### src/rtl/control_sequencer_if.sv
// Control bundle between the SAP sequencer and its datapath: opcode/flags/run in,
// register, memory and ALU strobes out.
interface control_sequencer_if #(
  parameter int OPW     = 4,
  parameter int ALU_OPW = 3
);
  logic [OPW-1:0]     opcode;
  logic               zero_flag;
  logic               carry_flag;
  logic               run;
  logic               pc_inc;
  logic               pc_jmp;
  logic               mar_load;
  logic               mem_read;
  logic               mem_write;
  logic               ir_load;
  logic               acc_load;
  logic [1:0]         acc_src;
  logic               b_load;
  logic [ALU_OPW-1:0] alu_op;
  logic               flags_load;
  logic               out_load;
  logic               halted;
  logic               illegal_op;
  logic [2:0]         state;

  modport slave (
    input  opcode, zero_flag, carry_flag, run,
    output pc_inc, pc_jmp, mar_load, mem_read, mem_write, ir_load, acc_load,
           acc_src, b_load, alu_op, flags_load, out_load, halted, illegal_op, state
  );

  modport master (
    output opcode, zero_flag, carry_flag, run,
    input  pc_inc, pc_jmp, mar_load, mem_read, mem_write, ir_load, acc_load,
           acc_src, b_load, alu_op, flags_load, out_load, halted, illegal_op, state
  );
endinterface

### src/rtl/control_sequencer.sv
// Multi-T-state control sequencer for the SAP-class datapath; strobes are decoded
// combinationally from the registered state, the opcode and the flags.
//
// state  | meaning
// T0   0 | MAR <= PC when run, else stall
// T1   1 | fetch: IR <= RAM, PC++
// DEC  2 | decode; halt / nop / illegal resolve here
// EX1  3 | operand address, jumps, LDI, OUT
// EX2  4 | memory access for LDA/STA/ALU
// EX3  5 | ALU result into ACC and flags
// HALT 7 | parked until reset
module control_sequencer #(
  parameter int OPW     = 4,
  parameter int ALU_OPW = 3
) (
  input  logic                 clk,
  input  logic                 reset,
  control_sequencer_if.slave   seq_if
);

  typedef enum logic [2:0] {
    S_T0     = 3'd0,
    S_T1     = 3'd1,
    S_DEC    = 3'd2,
    S_EX1    = 3'd3,
    S_EX2    = 3'd4,
    S_EX3    = 3'd5,
    S_UNUSED = 3'd6,
    S_HALT   = 3'd7
  } state_t;

  localparam logic [3:0] OP_LDA = 4'h0, OP_ADD = 4'h1, OP_SUB = 4'h2, OP_AND = 4'h3,
                         OP_OR  = 4'h4, OP_XOR = 4'h5, OP_JMP = 4'h6, OP_JZ  = 4'h7,
                         OP_JC  = 4'h8, OP_JNZ = 4'h9, OP_STA = 4'hA, OP_LDI = 4'hB,
                         OP_NOP = 4'hC, OP_ILL = 4'hD, OP_OUT = 4'hE, OP_HLT = 4'hF;

  state_t state_q, state_d;

  logic [3:0]         op4;
  logic               op_illegal;
  logic               pc_inc, pc_jmp, mar_load, mem_read, mem_write, ir_load;
  logic               acc_load, b_load, flags_load, out_load, halted, illegal_op;
  logic [1:0]         acc_src;
  logic [ALU_OPW-1:0] alu_op;

  assign op4        = seq_if.opcode[3:0];
  assign op_illegal = ((seq_if.opcode >> 4) != '0) || (op4 == OP_ILL);

  always_ff @(posedge clk or posedge reset) begin
    if (reset) state_q <= S_T0;
    else       state_q <= state_d;
  end

  always_comb begin
    state_d    = state_q;
    pc_inc     = 1'b0;
    pc_jmp     = 1'b0;
    mar_load   = 1'b0;
    mem_read   = 1'b0;
    mem_write  = 1'b0;
    ir_load    = 1'b0;
    acc_load   = 1'b0;
    acc_src    = 2'b00;
    b_load     = 1'b0;
    alu_op     = '0;
    flags_load = 1'b0;
    out_load   = 1'b0;
    halted     = 1'b0;
    illegal_op = 1'b0;
    // Reset masks every strobe so a store caught mid-EX2 is abandoned at once.
    if (!reset) begin
      case (state_q)
        S_T0: begin
          if (seq_if.run) begin
            mar_load = 1'b1;
            state_d  = S_T1;
          end
        end
        S_T1: begin
          mem_read = 1'b1;
          ir_load  = 1'b1;
          pc_inc   = 1'b1;
          state_d  = S_DEC;
        end
        S_DEC: begin
          if (op_illegal) begin
            illegal_op = 1'b1;
            state_d    = S_T0;
          end else if (op4 == OP_HLT) state_d = S_HALT;
          else if (op4 == OP_NOP)     state_d = S_T0;
          else                        state_d = S_EX1;
        end
        S_EX1: begin
          state_d = S_T0;
          case (op4)
            OP_LDA, OP_ADD, OP_SUB, OP_AND, OP_OR, OP_XOR, OP_STA: begin
              mar_load = 1'b1;
              state_d  = S_EX2;
            end
            // PC already advanced in T1, so an untaken jump needs no strobe.
            OP_JMP: pc_jmp = 1'b1;
            OP_JZ:  pc_jmp = seq_if.zero_flag;
            OP_JC:  pc_jmp = seq_if.carry_flag;
            OP_JNZ: pc_jmp = ~seq_if.zero_flag;
            OP_LDI: begin
              acc_load = 1'b1;
              acc_src  = 2'b10;
            end
            OP_OUT: out_load = 1'b1;
            default: ;
          endcase
        end
        S_EX2: begin
          state_d = S_T0;
          case (op4)
            OP_LDA: begin
              mem_read = 1'b1;
              acc_load = 1'b1;
            end
            OP_STA: mem_write = 1'b1;
            OP_ADD, OP_SUB, OP_AND, OP_OR, OP_XOR: begin
              mem_read = 1'b1;
              b_load   = 1'b1;
              state_d  = S_EX3;
            end
            default: ;
          endcase
        end
        S_EX3: begin
          case (op4)
            OP_SUB:  alu_op = ALU_OPW'(1);
            OP_AND:  alu_op = ALU_OPW'(2);
            OP_OR:   alu_op = ALU_OPW'(3);
            OP_XOR:  alu_op = ALU_OPW'(4);
            default: alu_op = '0;
          endcase
          acc_load   = 1'b1;
          acc_src    = 2'b01;
          flags_load = 1'b1;
          state_d    = S_T0;
        end
        S_HALT: halted = 1'b1;
        default: state_d = S_T0;
      endcase
    end
  end

  assign seq_if.pc_inc     = pc_inc;
  assign seq_if.pc_jmp     = pc_jmp;
  assign seq_if.mar_load   = mar_load;
  assign seq_if.mem_read   = mem_read;
  assign seq_if.mem_write  = mem_write;
  assign seq_if.ir_load    = ir_load;
  assign seq_if.acc_load   = acc_load;
  assign seq_if.acc_src    = acc_src;
  assign seq_if.b_load     = b_load;
  assign seq_if.alu_op     = alu_op;
  assign seq_if.flags_load = flags_load;
  assign seq_if.out_load   = out_load;
  assign seq_if.halted     = halted;
  assign seq_if.illegal_op = illegal_op;
  assign seq_if.state      = state_q;

endmodule

### src/flat_wrapper.sv
// flat-port wrapper written by rule: the top's interface ports become plain ports
module control_sequencer_flat 
#(
  parameter int OPW     = 4,
  parameter int ALU_OPW = 3
)
  (clk, reset, seq_if_opcode, seq_if_zero_flag, seq_if_carry_flag, seq_if_run, seq_if_pc_inc, seq_if_pc_jmp, seq_if_mar_load, seq_if_mem_read, seq_if_mem_write, seq_if_ir_load, seq_if_acc_load, seq_if_acc_src, seq_if_b_load, seq_if_alu_op, seq_if_flags_load, seq_if_out_load, seq_if_halted, seq_if_illegal_op, seq_if_state);
  control_sequencer_if #(.OPW(OPW), .ALU_OPW(ALU_OPW)) seq_if_i ();
  input  logic clk;
  input  logic reset;
  input wire logic [$bits(seq_if_i.opcode)-1:0] seq_if_opcode;
  input wire logic [$bits(seq_if_i.zero_flag)-1:0] seq_if_zero_flag;
  input wire logic [$bits(seq_if_i.carry_flag)-1:0] seq_if_carry_flag;
  input wire logic [$bits(seq_if_i.run)-1:0] seq_if_run;
  output wire logic [$bits(seq_if_i.pc_inc)-1:0] seq_if_pc_inc;
  output wire logic [$bits(seq_if_i.pc_jmp)-1:0] seq_if_pc_jmp;
  output wire logic [$bits(seq_if_i.mar_load)-1:0] seq_if_mar_load;
  output wire logic [$bits(seq_if_i.mem_read)-1:0] seq_if_mem_read;
  output wire logic [$bits(seq_if_i.mem_write)-1:0] seq_if_mem_write;
  output wire logic [$bits(seq_if_i.ir_load)-1:0] seq_if_ir_load;
  output wire logic [$bits(seq_if_i.acc_load)-1:0] seq_if_acc_load;
  output wire logic [$bits(seq_if_i.acc_src)-1:0] seq_if_acc_src;
  output wire logic [$bits(seq_if_i.b_load)-1:0] seq_if_b_load;
  output wire logic [$bits(seq_if_i.alu_op)-1:0] seq_if_alu_op;
  output wire logic [$bits(seq_if_i.flags_load)-1:0] seq_if_flags_load;
  output wire logic [$bits(seq_if_i.out_load)-1:0] seq_if_out_load;
  output wire logic [$bits(seq_if_i.halted)-1:0] seq_if_halted;
  output wire logic [$bits(seq_if_i.illegal_op)-1:0] seq_if_illegal_op;
  output wire logic [$bits(seq_if_i.state)-1:0] seq_if_state;
  assign seq_if_i.opcode = seq_if_opcode;
  assign seq_if_i.zero_flag = seq_if_zero_flag;
  assign seq_if_i.carry_flag = seq_if_carry_flag;
  assign seq_if_i.run = seq_if_run;
  assign seq_if_pc_inc = seq_if_i.pc_inc;
  assign seq_if_pc_jmp = seq_if_i.pc_jmp;
  assign seq_if_mar_load = seq_if_i.mar_load;
  assign seq_if_mem_read = seq_if_i.mem_read;
  assign seq_if_mem_write = seq_if_i.mem_write;
  assign seq_if_ir_load = seq_if_i.ir_load;
  assign seq_if_acc_load = seq_if_i.acc_load;
  assign seq_if_acc_src = seq_if_i.acc_src;
  assign seq_if_b_load = seq_if_i.b_load;
  assign seq_if_alu_op = seq_if_i.alu_op;
  assign seq_if_flags_load = seq_if_i.flags_load;
  assign seq_if_out_load = seq_if_i.out_load;
  assign seq_if_halted = seq_if_i.halted;
  assign seq_if_illegal_op = seq_if_i.illegal_op;
  assign seq_if_state = seq_if_i.state;
  control_sequencer #(.OPW(OPW), .ALU_OPW(ALU_OPW)) u_core (.clk(clk), .reset(reset), .seq_if(seq_if_i));
endmodule
### config.mk
export PLATFORM = sky130hd
export DESIGN_NAME = control_sequencer_flat
export DESIGN_NICKNAME = d
export VERILOG_FILES = /design/src/rtl/control_sequencer_if.sv /design/src/rtl/control_sequencer.sv /design/src/flat_wrapper.sv
export SDC_FILE = /design/constraint.sdc
export NUM_CORES = 1
export LEC_CHECK = 0
export CORE_AREA = 5 5 42 44
export CTS_BUF_LIST = sky130_fd_sc_hd__clkbuf_16
export DETAILED_ROUTE_END_ITERATION = 6
export DIE_AREA = 0 0 47 49
export GPL_TIMING_DRIVEN = 0
export PLACE_DENSITY = 0.8
export RECOVER_POWER = 25
export SYNTH_ARGS = -nofsm -noshare
export SYNTH_HDL_FRONTEND = slang
export SYNTH_SLANG_ARGS = --single-unit
### constraint.sdc
create_clock -name clk -period 2.1 [get_ports clk]
set_input_delay 0.315 -clock clk [delete_from_list [all_inputs] [get_ports clk]]
set_output_delay 0.315 -clock clk [all_outputs]
set_load 0.05 [all_outputs]
* Word level (Yosys, flattened, before mapping)
Index checks and enable logic that the tools add are counted.
Storage, ports and cells: bits in registers 3, output and inout bits 20, logic and storage cells 77
Cells by class: equal/unequal tests 22, multiplexer cells 45, bitwise logic cells 3, reduce and logical (&&, ||, !) cells 6
Operator list (number):
- equality test 4 bit (second input constant) | 8
- two-way mux 1 bit | 28
- two-way mux 3 bit | 7
- case mux 3 bit (6 select lines) | 1
- equality test 4 x 3 -> 1 bit (second input constant) | 4
- case mux 3 bit (4 select lines) | 1
- equality test 3 bit (second input constant) | 3
- equality test 4 x 2 -> 1 bit (second input constant) | 2
- OR reduction 7 bit | 1
- equality test 3 x 2 -> 1 bit (second input constant) | 2
- two-way mux 2 bit | 3
- OR reduction 6 bit | 1
- OR reduction 5 bit | 1
- equality test 4 x 1 -> 1 bit (second input constant) | 1
- logical NOT 4 bit | 1
- case mux 1 bit (2 select lines) | 2
- case mux 1 bit (4 select lines) | 1
- case mux 2 bit (2 select lines) | 1
- equality test 3 x 1 -> 1 bit (second input constant) | 1
- logical NOT 3 bit | 1
- NOT 1 bit | 3
- case mux 1 bit (3 select lines) | 1
- AND reduction 3 bit | 1
- != test 2 bit (second input constant) | 1

* Longest topological paths before layout
depth after elaboration 5, mapped depth 5

* Least setup slack after synthesis
Ideal clock, no wire load.
kind register to output, from register u_core.state_q[0] (netlist: u_core.seq_if.state[0]), to output port seq_if_acc_load, data arrival time 2.591 ns, data required time 1.785 ns, setup slack -0.806 ns, cell stages (with the launch flop) 5, path buffers 0, path through dfrtp_1 > nand4bb_1 > nor3_1 > nor2_1 > o31ai_1
On the way: longest elaborated chain between the ends 3, elaborated cells between the ends (all ways) 5
Ends and longest elaborated chain:
- from (decl) | line control_sequencer.sv:37 | state_t state_q, state_d;
- from (signal assigned) | line control_sequencer.sv:51 | else state_q <= state_d;
- equality test 3 bit / equality test 3 x 2 -> 1 bit (equally long branches) | line control_sequencer.sv:72 | case (state_q)
- case mux 1 bit (3 select lines) * | line control_sequencer.sv:72
- two-way mux 1 bit * | line control_sequencer.sv:71 | if (!reset) begin
- to (decl) | line flat_wrapper.sv:21 | output wire logic [$bits(seq_if_i.acc_load)-1:0] seq_if_acc_load;
Mark *: on every way between the ends. The rest lies on a longest branch, timed or not.

* Worst setup path in the final report
from input port seq_if_opcode[0], to output port seq_if_mar_load
On the way: longest elaborated chain between the ends 5, elaborated cells between the ends (all ways) 11
Ends and longest elaborated chain:
- from (decl) | line flat_wrapper.sv:11 | input wire logic [$bits(seq_if_i.opcode)-1:0] seq_if_opcode;
- equality test 4 bit (tied with other cells) | line control_sequencer.sv:95 | case (op4)
- OR reduction 7 bit * | line control_sequencer.sv:95
- two-way mux 1 bit * | line control_sequencer.sv:95
- case mux 1 bit (2 select lines) * | line control_sequencer.sv:72
- two-way mux 1 bit * | line control_sequencer.sv:71
- to (decl) | line flat_wrapper.sv:17 | output wire logic [$bits(seq_if_i.mar_load)-1:0] seq_if_mar_load;
Marked as above.

==> impl_metrics.csv <==
group,metric,value,unit
die,rows,14,
cells_and_area,multiInputGateArea,531,sq um
timing,relSlewSlack,0.588,
cells_and_area,finalNetCount,120,
worst_setup_path,slowest_delay,0.50,ns
global_route,grt_pass1_wl,3060,microns
timing,setup_viol,0,
worst_setup_path,reg2reg_slack,0.51,ns
pwr,max-vdd-ir-drop,0.000847,V
drt,vias,726,
run_status,status,"finished clean",
drt,routed_wl,1940,microns
clock_network,cts-root-buf,"clkbuf_16",
cells_and_area,syn2layout_area_growth,104,%
drt,wl_met2,1040,microns
cells_and_area,stdcell_area,0.00102,sq mm
cells_and_area,diodes,0,
placed_design,portBuffers,27,
synth,synth.distinct_cells,31,
drt,via_per_inst,5.76,
global_route,grt_pass1_vias,734,
timing,period_share,0.987,
timing,finalMaxSlewViolations,0,
clock_network,clock-sinks,3,
cells_and_area,mostFrequentLayoutCells,"nor2_1 (8), clkdlybuf4s50_1 (8), buf_2 (6), buf_6 (6), nand2_1 (6)",
drt,route.detailed.drc,0,
timing,rsz0062_at_grt,"yes",
die,io_pins,29,
synth,netlist.area_leader.share,0.150,
clock_network,clk_pin_slew,0.03,ns
cells_and_area,drive_gt1_frac,0.455,
drt,drtPass1Iterations,4,
worst_setup_path,crit_chain,"dlygate4sd2_1 > nand2b_1 > a2111o_1 > a21oi_4 > buf_6",
die,start_util,0.358,
synth,syn_area,502,sq um
worst_setup_path,critical_path_class,"in -> out",
pwr,power_density,1030,mW/mm^2
cells_and_area,largest_reg_flops,3,
synth,ys_seq_area_frac,0.150,
synth,syn_area_per_cell,6.43,sq um
synth,synth_warnings,0,
placed_design,routabilityCongestion,0.860,
drt,top_layer,"met4",
clock_network,numCtsBuffers,3,
die,die_x,47,microns
synth,synth_top_cell_by_area,"dfrtp_1",
placed_design,dpl.hpwl,1380,microns
placed_design,dpl_cell_area,880,sq um
worst_setup_path,crit_required,1.78,ns
drt,detail-route-antenna-nets,0,
timing,finalHoldViolCount,0,
cells_and_area,finish.utilization,0.730,
global_route,grt_max_degree,11,
timing,finClkSkew,0.00305,ns
worst_setup_path,worst_setup_path_end_kind,"output port",
min_path,min_path_type,"in -> async",
worst_setup_path,cp.buffers_inverters,2,
worst_setup_path,cp_slowest_cell,"a2111o_1",
synth,ys_ff_latch,3,
global_route,gr-total-overflow,0,
die,core-area,0.00140,sq mm
pwr,p_leak,0.417,nW
drt,drt-initial-drc-count,11,
synth,synth_nets,87,
die,dieArea,0.00230,sq mm
clock_network,worst_skew_pair.late_latency,0.23,ns
worst_setup_path,crit_family,"compound AO/OA/AOI/OAI gates",
drt,wl_met1,713,microns
flow_run,drv_cap,0,
worst_setup_path,startpoint_type,"input port",
global_route,grt.total_usage,0.182,
clock_network,cts_tree,"built",
cells_and_area,seqCellArea,76.3,sq um
clock_network,clock_path_buffers,2,
drt,wl_per_cell,15.4,microns
timing,period_needed,2.07,ns
synth,synthTopCellsByArea,"dfrtp_1 (15%), nor3_1 (9.0%), nor2_1 (9.0%), nand2b_1 (6.2%), a21oi_1 (6.0%)",
drt,wl_met3,110,microns
timing,fmax,0.482,GHz
global_route,antenna_found_initial,0,
clock_network,htreeDepth,1,
worst_setup_path,cp_max_fo,8,
worst_setup_path,crit_arrival,1.76,ns
cells_and_area,fill_cells,114,
synth,syn_inst,78,
die,chipHeight,49,microns
timing,worst_pin_slew,0.617,ns
==> what timing repair did <==
action | in CTS | in global routing
endpoints found under the setup margin | 17 | 12
buffers inserted | 0 | 1
hold buffers | 0 | 0
resized for setup | 75 | 23
hold endpoints to repair | 0 | 0
pin swaps | 1 | 3
==> cell usage after synthesis <==
cell	instances
or3_1	1
a2111o_1	1
and2_4	1
nand4b_1	1
o22ai_1	1
or2b_1	2
or3_4	1
o32ai_1	1
o31ai_1	1
nor3_1	9
nand3_1	3
nor2_1	12
buf_4	2
nand4bb_1	1
buf_2	3
dfrtp_1	3
nand2b_1	5
clkbuf_1	2
o211a_1	1
a211oi_1	1
a21boi_0	1
nor2b_1	1
nand2_1	6
a21oi_1	6
o21a_1	1
o21ai_0	2
o22ai_2	1
inv_1	4
nand4_1	2
xnor2_1	1
o211ai_1	1
==> layout make-up <==
cell class,instances,share of cell area
Buffer,7,0.0465
Clock buffer,3,0.0733
Clock inverter,1,0.00367
Inverter,4,0.0147
Multi-Input combinational cell,64,0.518
Sequential cell,3,0.0746
Tap cell,16,0.0196
Timing Repair Buffer,28,0.249
==> report_power, final <==
group / leakage, nW / internal (mW) / switching, mW
Sequential: 0.0373 / 0.0842 / 0.0357
Clock: 0.0423 / 0.246 / 0.0594
Combinational: 0.338 / 0.208 / 0.422
Total: 0.417 / 0.538 / 0.517
==> per-layer routing <==
layer  track usage  up-vias
li1              -      340
met1         0.188      345
met2         0.314       32
met3        0.0295        9
met4         0.120        0
met5             0        -
==> metrics by stage <==
stage                     setup WS [ns]  cells  setup TNS, ns  total power [mW]  hold WS, ns
final                            0.0265    126              0              1.06        0.548
after global routing            -0.0274    126        -0.0526              1.10        0.575
after CTS                       0.00664    125              0              1.03        0.598
after detailed placement         -0.826    121          -8.35             0.720        0.664
after global placement           -0.819    121          -8.00             0.712        0.669
after floorplan                  -0.214     78         -0.365             0.551        0.399
==> final timing paths <==
kind / cells after the start / start / endpoint
setup / recovery: 5 / seq_if_opcode[0] / seq_if_mar_load
max in group asynchronous: 3 / reset / u_core.seq_if.state[0]
hold / removal: 3 / reset / u_core.seq_if.state[2]
setup reg to reg: 6 / u_core.seq_if.state[1] / u_core.seq_if.state[0]
hold reg to reg: 2 / u_core.seq_if.state[0] / u_core.seq_if.state[0]
min in group clk: 2 / u_core.seq_if.state[0] / u_core.seq_if.state[0]
==> worst register-to-register path, cell delays in order, from the launching register on <==
cell	delay, ns
dfrtp_1	0.39
buf_2	0.20
nor2_2	0.24
nand4_1	0.19
buf_4	0.19
a21boi_0	0.13
o22ai_1	0.17
==> cell families after synthesis <==
group,after synthesis,synth area share
compound gates,18,0.252
flops,3,0.150
buf+inv,11,0.105
simple gates,45,0.476
xor+xnor,1,0.0175
Note: power is estimated with default switching activity, not from simulation.
